File: config.mk
export PLATFORM = sky130hd
export DESIGN_NAME = image_loader
export DESIGN_NICKNAME = d
export VERILOG_FILES = /design/src/rtl/image_loader.sv
export SDC_FILE = /design/constraint.sdc
export NUM_CORES = 1
export LEC_CHECK = 0
export ABC_CLOCK_PERIOD_IN_PS = 15450
export CORE_ASPECT_RATIO = 1.1
export CORE_MARGIN = 2
export CORE_UTILIZATION = 40
export CTS_BUF_LIST = sky130_fd_sc_hd__clkbuf_4
export CTS_CLUSTER_SIZE = 12
export DETAILED_ROUTE_END_ITERATION = 10
export PLACE_DENSITY_LB_ADDON = 0.15
export SLEW_MARGIN = 15
export SYNTH_ARGS = -nofsm -noshare
export SYNTH_HDL_FRONTEND = slang
export SYNTH_SLANG_ARGS = --single-unit
File: constraint.sdc
create_clock -name clk -period 15.45 [get_ports clk]
set_input_delay 3.09 -clock clk [delete_from_list [all_inputs] [get_ports clk]]
set_output_delay 3.09 -clock clk [all_outputs]
set_load 0.01 [all_outputs]
File: src/rtl/image_loader.sv
// image_loader: gathers the bytes of one packed binary image from the UART,
// unpacks them LSB-first into a 1-bit pixel memory and pulses ready when the
// image is complete. A one-entry holding buffer absorbs a byte that arrives
// while the previous one is still being unpacked.
//
// state  | meaning
// -------+----------------------------------------------------------
// IDLE   | nothing to unpack, hold empty, waiting for rx_rdy
// UNPACK | one pixel written per cycle from shift[0], bit_cnt 0..7
module image_loader #(
    parameter int NUM_BYTES = 98,
    parameter int ADDR_W    = 10
) (
    input  logic              clk,
    input  logic              rst,
    input  logic              rx_rdy,
    input  logic [7:0]        rx_data,
    input  logic [ADDR_W-1:0] rd_addr,
    output logic              q,
    output logic              ready,
    output logic              busy,
    output logic              overrun
);

    localparam int PIXELS = NUM_BYTES * 8;
    // Pixel address is {byte_cnt, bit_cnt}, so the byte counter takes the
    // upper address bits.
    localparam int BYTE_W = ADDR_W - 3;
    localparam logic [BYTE_W-1:0] LAST_BYTE  = BYTE_W'(NUM_BYTES - 1);
    localparam logic [ADDR_W-1:0] PIXELS_LIM = ADDR_W'(PIXELS);

    typedef enum logic {
        IDLE   = 1'b0,
        UNPACK = 1'b1
    } state_t;

    state_t            state, state_nxt;
    logic [7:0]        shift, shift_nxt;
    logic [2:0]        bit_cnt, bit_cnt_nxt;
    logic [BYTE_W-1:0] byte_cnt, byte_cnt_nxt;
    logic [7:0]        hold, hold_nxt;
    logic              hold_valid, hold_valid_nxt;
    logic              ready_nxt;
    logic              overrun_nxt;
    logic              wr_en;
    logic [ADDR_W-1:0] wr_addr;

    logic mem [0:PIXELS-1];

    assign wr_addr = {byte_cnt, bit_cnt};
    assign busy    = (state == UNPACK) | hold_valid;

    // State register and datapath registers; reset wins over everything.
    always_ff @(posedge clk) begin
        if (rst) begin
            state      <= IDLE;
            shift      <= 8'h00;
            bit_cnt    <= 3'd0;
            byte_cnt   <= '0;
            hold       <= 8'h00;
            hold_valid <= 1'b0;
            ready      <= 1'b0;
            overrun    <= 1'b0;
        end else begin
            state      <= state_nxt;
            shift      <= shift_nxt;
            bit_cnt    <= bit_cnt_nxt;
            byte_cnt   <= byte_cnt_nxt;
            hold       <= hold_nxt;
            hold_valid <= hold_valid_nxt;
            ready      <= ready_nxt;
            overrun    <= overrun_nxt;
        end
    end

    // Next-state, holding-buffer and byte-counter logic.
    always_comb begin
        state_nxt      = state;
        shift_nxt      = shift;
        bit_cnt_nxt    = bit_cnt;
        byte_cnt_nxt   = byte_cnt;
        hold_nxt       = hold;
        hold_valid_nxt = hold_valid;
        ready_nxt      = 1'b0;
        overrun_nxt    = overrun;
        wr_en          = 1'b0;

        case (state)
            IDLE: begin
                if (rx_rdy) begin
                    shift_nxt   = rx_data;
                    bit_cnt_nxt = 3'd0;
                    state_nxt   = UNPACK;
                end
            end

            UNPACK: begin
                wr_en       = 1'b1;
                shift_nxt   = {1'b0, shift[7:1]};
                bit_cnt_nxt = bit_cnt + 3'd1;

                if (bit_cnt == 3'd7) begin
                    if (byte_cnt == LAST_BYTE) begin
                        byte_cnt_nxt = '0;
                        ready_nxt    = 1'b1;
                    end else begin
                        byte_cnt_nxt = byte_cnt + BYTE_W'(1);
                    end

                    // Drain the hold first; a byte arriving on this same
                    // cycle takes its place so nothing is lost.
                    if (hold_valid) begin
                        shift_nxt = hold;
                        if (rx_rdy) begin
                            hold_nxt = rx_data;
                        end else begin
                            hold_valid_nxt = 1'b0;
                        end
                    end else if (rx_rdy) begin
                        shift_nxt = rx_data;
                    end else begin
                        state_nxt = IDLE;
                    end
                end else if (rx_rdy) begin
                    if (!hold_valid) begin
                        hold_nxt       = rx_data;
                        hold_valid_nxt = 1'b1;
                    end else begin
                        overrun_nxt = 1'b1;
                    end
                end
            end

            default: state_nxt = IDLE;
        endcase
    end

    // Pixel memory write; contents deliberately survive reset.
    always_ff @(posedge clk) begin
        if (wr_en && !rst) begin
            mem[wr_addr] <= shift[0];
        end
    end

    // Registered read port; out-of-range addresses read as 0 and a same-cycle
    // write is not forwarded, so the old pixel is returned.
    always_ff @(posedge clk) begin
        if (rst) begin
            q <= 1'b0;
        end else if (rd_addr < PIXELS_LIM) begin
            q <= mem[rd_addr];
        end else begin
            q <= 1'b0;
        end
    end

endmodule
Word level (Yosys, flattened, before mapping)
Memories as Yosys holds them, arrays and structs flattened. A register that Yosys moved wholly into a read port is not among the register bits.
Index checks and enable logic that the tools add are counted.
W data, S select, Z words.
{"block": "op_classes", "reduce_logical": 9, "n_addsub": 2, "magnitude_cmp": 1, "n_eq_ne": 6, "n_mux": 23, "bitwise": 4}
{"cell": "$mux W8", "n": 8}
{"cell": "$pmux W8 S2", "n": 1}
{"cell": "$lt A10 B10 Y1 const B", "n": 1}
{"cell": "$mux W1", "n": 10}
{"cell": "$add A7 B1 Y7 const B", "n": 1}
{"cell": "$eq A7 B7 Y1 const B", "n": 1}
{"cell": "$mux W7", "n": 1}
{"cell": "$ne A2 B2 Y1 const B", "n": 3}
{"cell": "$pmux W3 S2", "n": 1}
{"cell": "$reduce_and A5 Y1", "n": 1}
{"cell": "$reduce_and A2 Y1", "n": 2}
{"cell": "$reduce_and A4 Y1", "n": 1}
{"cell": "$add A3 B1 Y3 const B", "n": 1}
{"cell": "$eq A3 B3 Y1 const B", "n": 1}
{"cell": "$mux W3", "n": 1}
{"cell": "$not A1 Y1", "n": 3}
{"cell": "$reduce_or A3 Y1", "n": 1}
{"cell": "$ne A2 B1 Y1 const B", "n": 1}
{"cell": "$pmux W1 S2", "n": 1}
{"cell": "$reduce_bool A2 Y1", "n": 1}
{"cell": "$reduce_or A2 Y1", "n": 1}
{"cell": "$logic_and A1 B1 Y1", "n": 1}
{"cell": "$logic_not A1 Y1", "n": 1}
{"cell": "$or A1 B1 Y1", "n": 1}
{"block": "word_totals", "memories": 1, "mem_bits_rw": 784, "register_bits": 30, "elab_cells": 54, "in_bits": 21}
{"name": "mem", "depth": 784, "word_bits": 1, "rd": 1, "rd_ports_with_merged_regs": 1, "write_ports": 1, "line": "48", "text": "logic mem [0:PIXELS-1];"}

Depth between registers and ports, before layout
{"block": "depth", "word_depth": 4, "depth_mapped": 13}

Worst setup path before layout
Ideal clock, no wire load.
{"block": "synth_timing", "kind": "register to register", "startpoint": "register shift[0]", "endpoint": "memory mem[0] (data pin)", "path_stages_with_launch": 1, "setup_slack_ns": 3.421, "arrival_time_ns": 9.826, "setup_ns": 2.203, "cell_sequence": "dfxtp_1"}
{"element": "from (decl)", "line": "38", "text": "logic [7:0] shift, shift_nxt;"}
{"element": "from (signal assigned)", "line": "66", "text": "shift <= shift_nxt;"}
{"element": "to (decl)", "line": "48"}
Straight into the memory's write port.

Worst setup path in the final report
{"block": "layout_timing", "startpoint": "input port rd_addr[0]", "endpoint": "register q, read port of mem"}
{"block": "layout_between", "elab_chain_len": 3}
{"element": "from (decl)", "line": "18", "text": "input logic [ADDR_W-1:0] rd_addr,"}
{"element": "$lt A10 B10 Y1", "line": "150", "text": "end else if (rd_addr < PIXELS_LIM) begin"}
{"element": "$not A1 Y1 (no source line)"}
{"element": "$reduce_or A2 Y1 (no source line)"}
{"element": "to (decl)", "line": "19", "text": "output logic q,"}
Parallel ways exist; a longest one is shown, timed or not.
A chain may end at the register's enable or synchronous reset.

==> metrics.md <==
| Metric | Value |
|---|---|
| Setup WS post-layout | 9240 ps |
| Residual DRC count | 0 |
| Syn avg cell area | between 10 and 15 um2 |
| Mapped cell area | around 36000 um2 |
| Worst Path Max Fanout | 80 |
| Global-route wire length before repair | 153000 um |
| Worst vdd rail ir drop | between 60 and 70 uV |
| Root buf cell | clkbuf_4 |
| Initial antenna violation count | 4 |
| Ports | 25 |
| Via density | between 5 and 6 |
| Post_cts resized | 0 |
| Most common cell after layout, fill and taps aside | nor2_1 |
| Largest net degree at the start of global routing | approximately 130 |
| Number of flops mapped to enable cells by yosys | 784 |
| DRT antenna net count | 0 |
| GR Overflow Total | 0 |
| Core Box Area | ~88000 um2 |
| Final setup vio count | 0 |
| GR Util All Layers | a little under a quarter |
| Max Root-Sink Buffers | 3 |
| Skew final | about 77 ps |
| Crit path time final | around 6200 ps |
| Crit end category | register |
| Initial DRC count | ~2400 |
| Hold crit path type | reg2reg |
| Setup TNS Final | 0 ps |
| Die width | just under 300 um |
| Post-synth top area share | approximately two thirds |
| Drt first pass iters | 5 |
| Fraction of layout cells with a size suffix above 1 | 21.3% |
| Syn_nets | around 2600 |
| Fmax | 0.161 GHz |
| Most frequent cells in the layout | 831 x nor2_1, 784 x edfxtp_1, 321 x clkbuf_4 |
| Status | completed |
| Clock transition at path regs | 60 ps |
| Final Max Slew Viols | 0 |
| Cells after Synth | ~2600 |
| Setup CP Type | in2reg |
| GPL Wtd Cong | 0.771 |
| Req. time, crit path | between 15000 and 20000 ps |
| Static Leakage | ~13 nW |
| Worst slew pin tran | roughly 1300 ps |
| Place WS | 8110 ps |
| Number of port buffers | 24 |
| P&R area growth vs syn | 10.8% |
| Final WL | 106000 um |
| Core Rows | 114 |
| Seq cells post-synth | approximately 820 |
| Rel. slew slack | between 15 and 20% |
| CTS tree | done |
| Hold WS | 486 ps |
| CP arrival | 7160 ps |
| Starting density of the core | between 40% and 50% |
| Yosys warning count | 0 |
| Cts hold-fix bufs | 0 |
| RSZ-0062 raised after global routing | false |
| Synth top area cells | edfxtp_1 66%, mux4_2 9.4%, nor2_1 8.7%, mux2i_1 3.4%, clkbuf_1 1.9% |
| Final nets | 2678 |
| Number of max-cap violations | 0 |
| Final hold violations | 0 |
| Total CTS buffers | ~210 |
| H-tree Lvls | 4 |
| Die Y-Extent | about 320 um |
| Synth cell types | 65 |
| Worst-Skew Late Latency | around 1100 ps |
| DIE AREA | slightly above 90000 um2 |
| Post-DP HPWL | roughly 56000 um |
| DR vias | between 20000 and 25000 |
| Vias in the first global route | approximately 23000 |
| Startpoint types | input port |
| # Post-CTS Setup Buffers | 0 |
| Clock Sinks | between 800 and 900 |
| Async set-reset flop share out of synthesis | 0% |
| Tcrit/Tclk final | about two fifths |
| Top_reg_cell synth | edfxtp_1 |
| Sequential fraction of the synthesis area | 67.7% |
| DR WL/cell | 26.7 um |
| Area leader, netlist | edfxtp_1 |
| PwrDens | approximately 110 nW/um2 |
==> synth_stat cells, types with 4 or more instances <==
master,n
a211oi_1,4
a21oi_1,22
a221o_1,4
a221oi_1,16
a222oi_1,7
a22o_1,5
a22oi_1,35
a31oi_1,9
a41oi_1,4
and2_1,8
and3_1,4
buf_1,4
buf_2,21
buf_4,17
buf_6,12
buf_8,5
clkbuf_1,177
dfxtp_1,31
edfxtp_1,784
ha_1,9
inv_1,7
mux2_2,4
mux2i_1,120
mux4_1,4
mux4_2,149
nand2_1,89
nand2b_1,17
nand3_1,49
nand4_1,12
nor2_1,831
nor2b_1,19
nor3_1,20
o211ai_1,11
o21ai_0,21
o21ai_1,7
xor2_1,4
==> layout make-up <==
class / count / area [um2]
well taps: 1160 / 1450
diodes: 3 / 7.51
repair buffers: 91 / 753
multi-input cells: 1525 / 10500
clock buffers: 321 / 2410
fillers: 8075 / 48600
clock inverters: 34 / 240
inverters: 9 / 33.8
flip-flops and latches: 815 / 24200
==> worst paths after layout <==
check,to,slack [ps],depth (start not counted),start
setup / recovery,q,9240,9,rd_addr[0]
hold / removal,overrun,490,2,overrun
setup reg to reg,mem[627],12140,6,state
hold reg to reg,overrun,490,2,overrun
==> critical path, stage by stage <==
cell and delay, ps:
buf_8 630, buf_12 590, buf_4 650, mux4_2 580, mux4_2 500, o211ai_1 330
o31ai_1 210, a221oi_2 310, o22ai_1 130
==> kinds of logic after synthesis <==
kind of cell               count (synthesis)  share of synthesized area [%]
adders and majority gates                  9                          0.315
muxes                                    277                           13.2
xor gates and xnor gates                   5                          0.123
and+or+nand+nor                         1063                           12.0
buffers and inverters                    245                           3.24
DFF                                      815                           67.7
AOI/OAI and AO/OA                        171                           3.51
==> layer usage <==
| layer | track usage (%) | up-vias | routed length [um] |
|---|---|---|---|
| li1 | - | 9729 | - |
| met5 | 0 | - | 13 |
| met3 | 4.34 | 197 | 7420 |
| met1 | 31.0 | 11900 | 43700 |
| met2 | 39.0 | 904 | 51600 |
| met4 | 7.94 | 2 | 2890 |
==> flip-flops by register name, indices dropped and copies added, names as in the netlist <==
| register | flops |
|---|---|
| bit_cnt | 3 |
| overrun | 1 |
| state | 1 |
| mem | 784 |
| shift | 8 |
| ready | 1 |
| hold | 8 |
| hold_valid | 1 |
| byte_cnt | 7 |
| q | 1 |
==> through the flow <==
step	std cells	area [um2]	util (%)	power, mW
3_3_place_gp	3600	36900	41.8	2.73
3_5_place_dp	3600	36900	41.9	2.73
2_1_floorplan	2585	35700	-	2.69
4_1_cts	3955	39600	44.9	4.59
6_report	3958	39600	44.9	4.54
5_1_grt	3958	39600	44.9	4.71
==> power breakdown <==
part	switching, mW	total (mW)	internal (mW)
Clock	0.873	1.86	0.983
Sequential	0.00902	2.46	2.45
Combinational	0.152	0.229	0.0769
Total	1.03	4.54	3.51
Power figures use the tool's default switching activity.
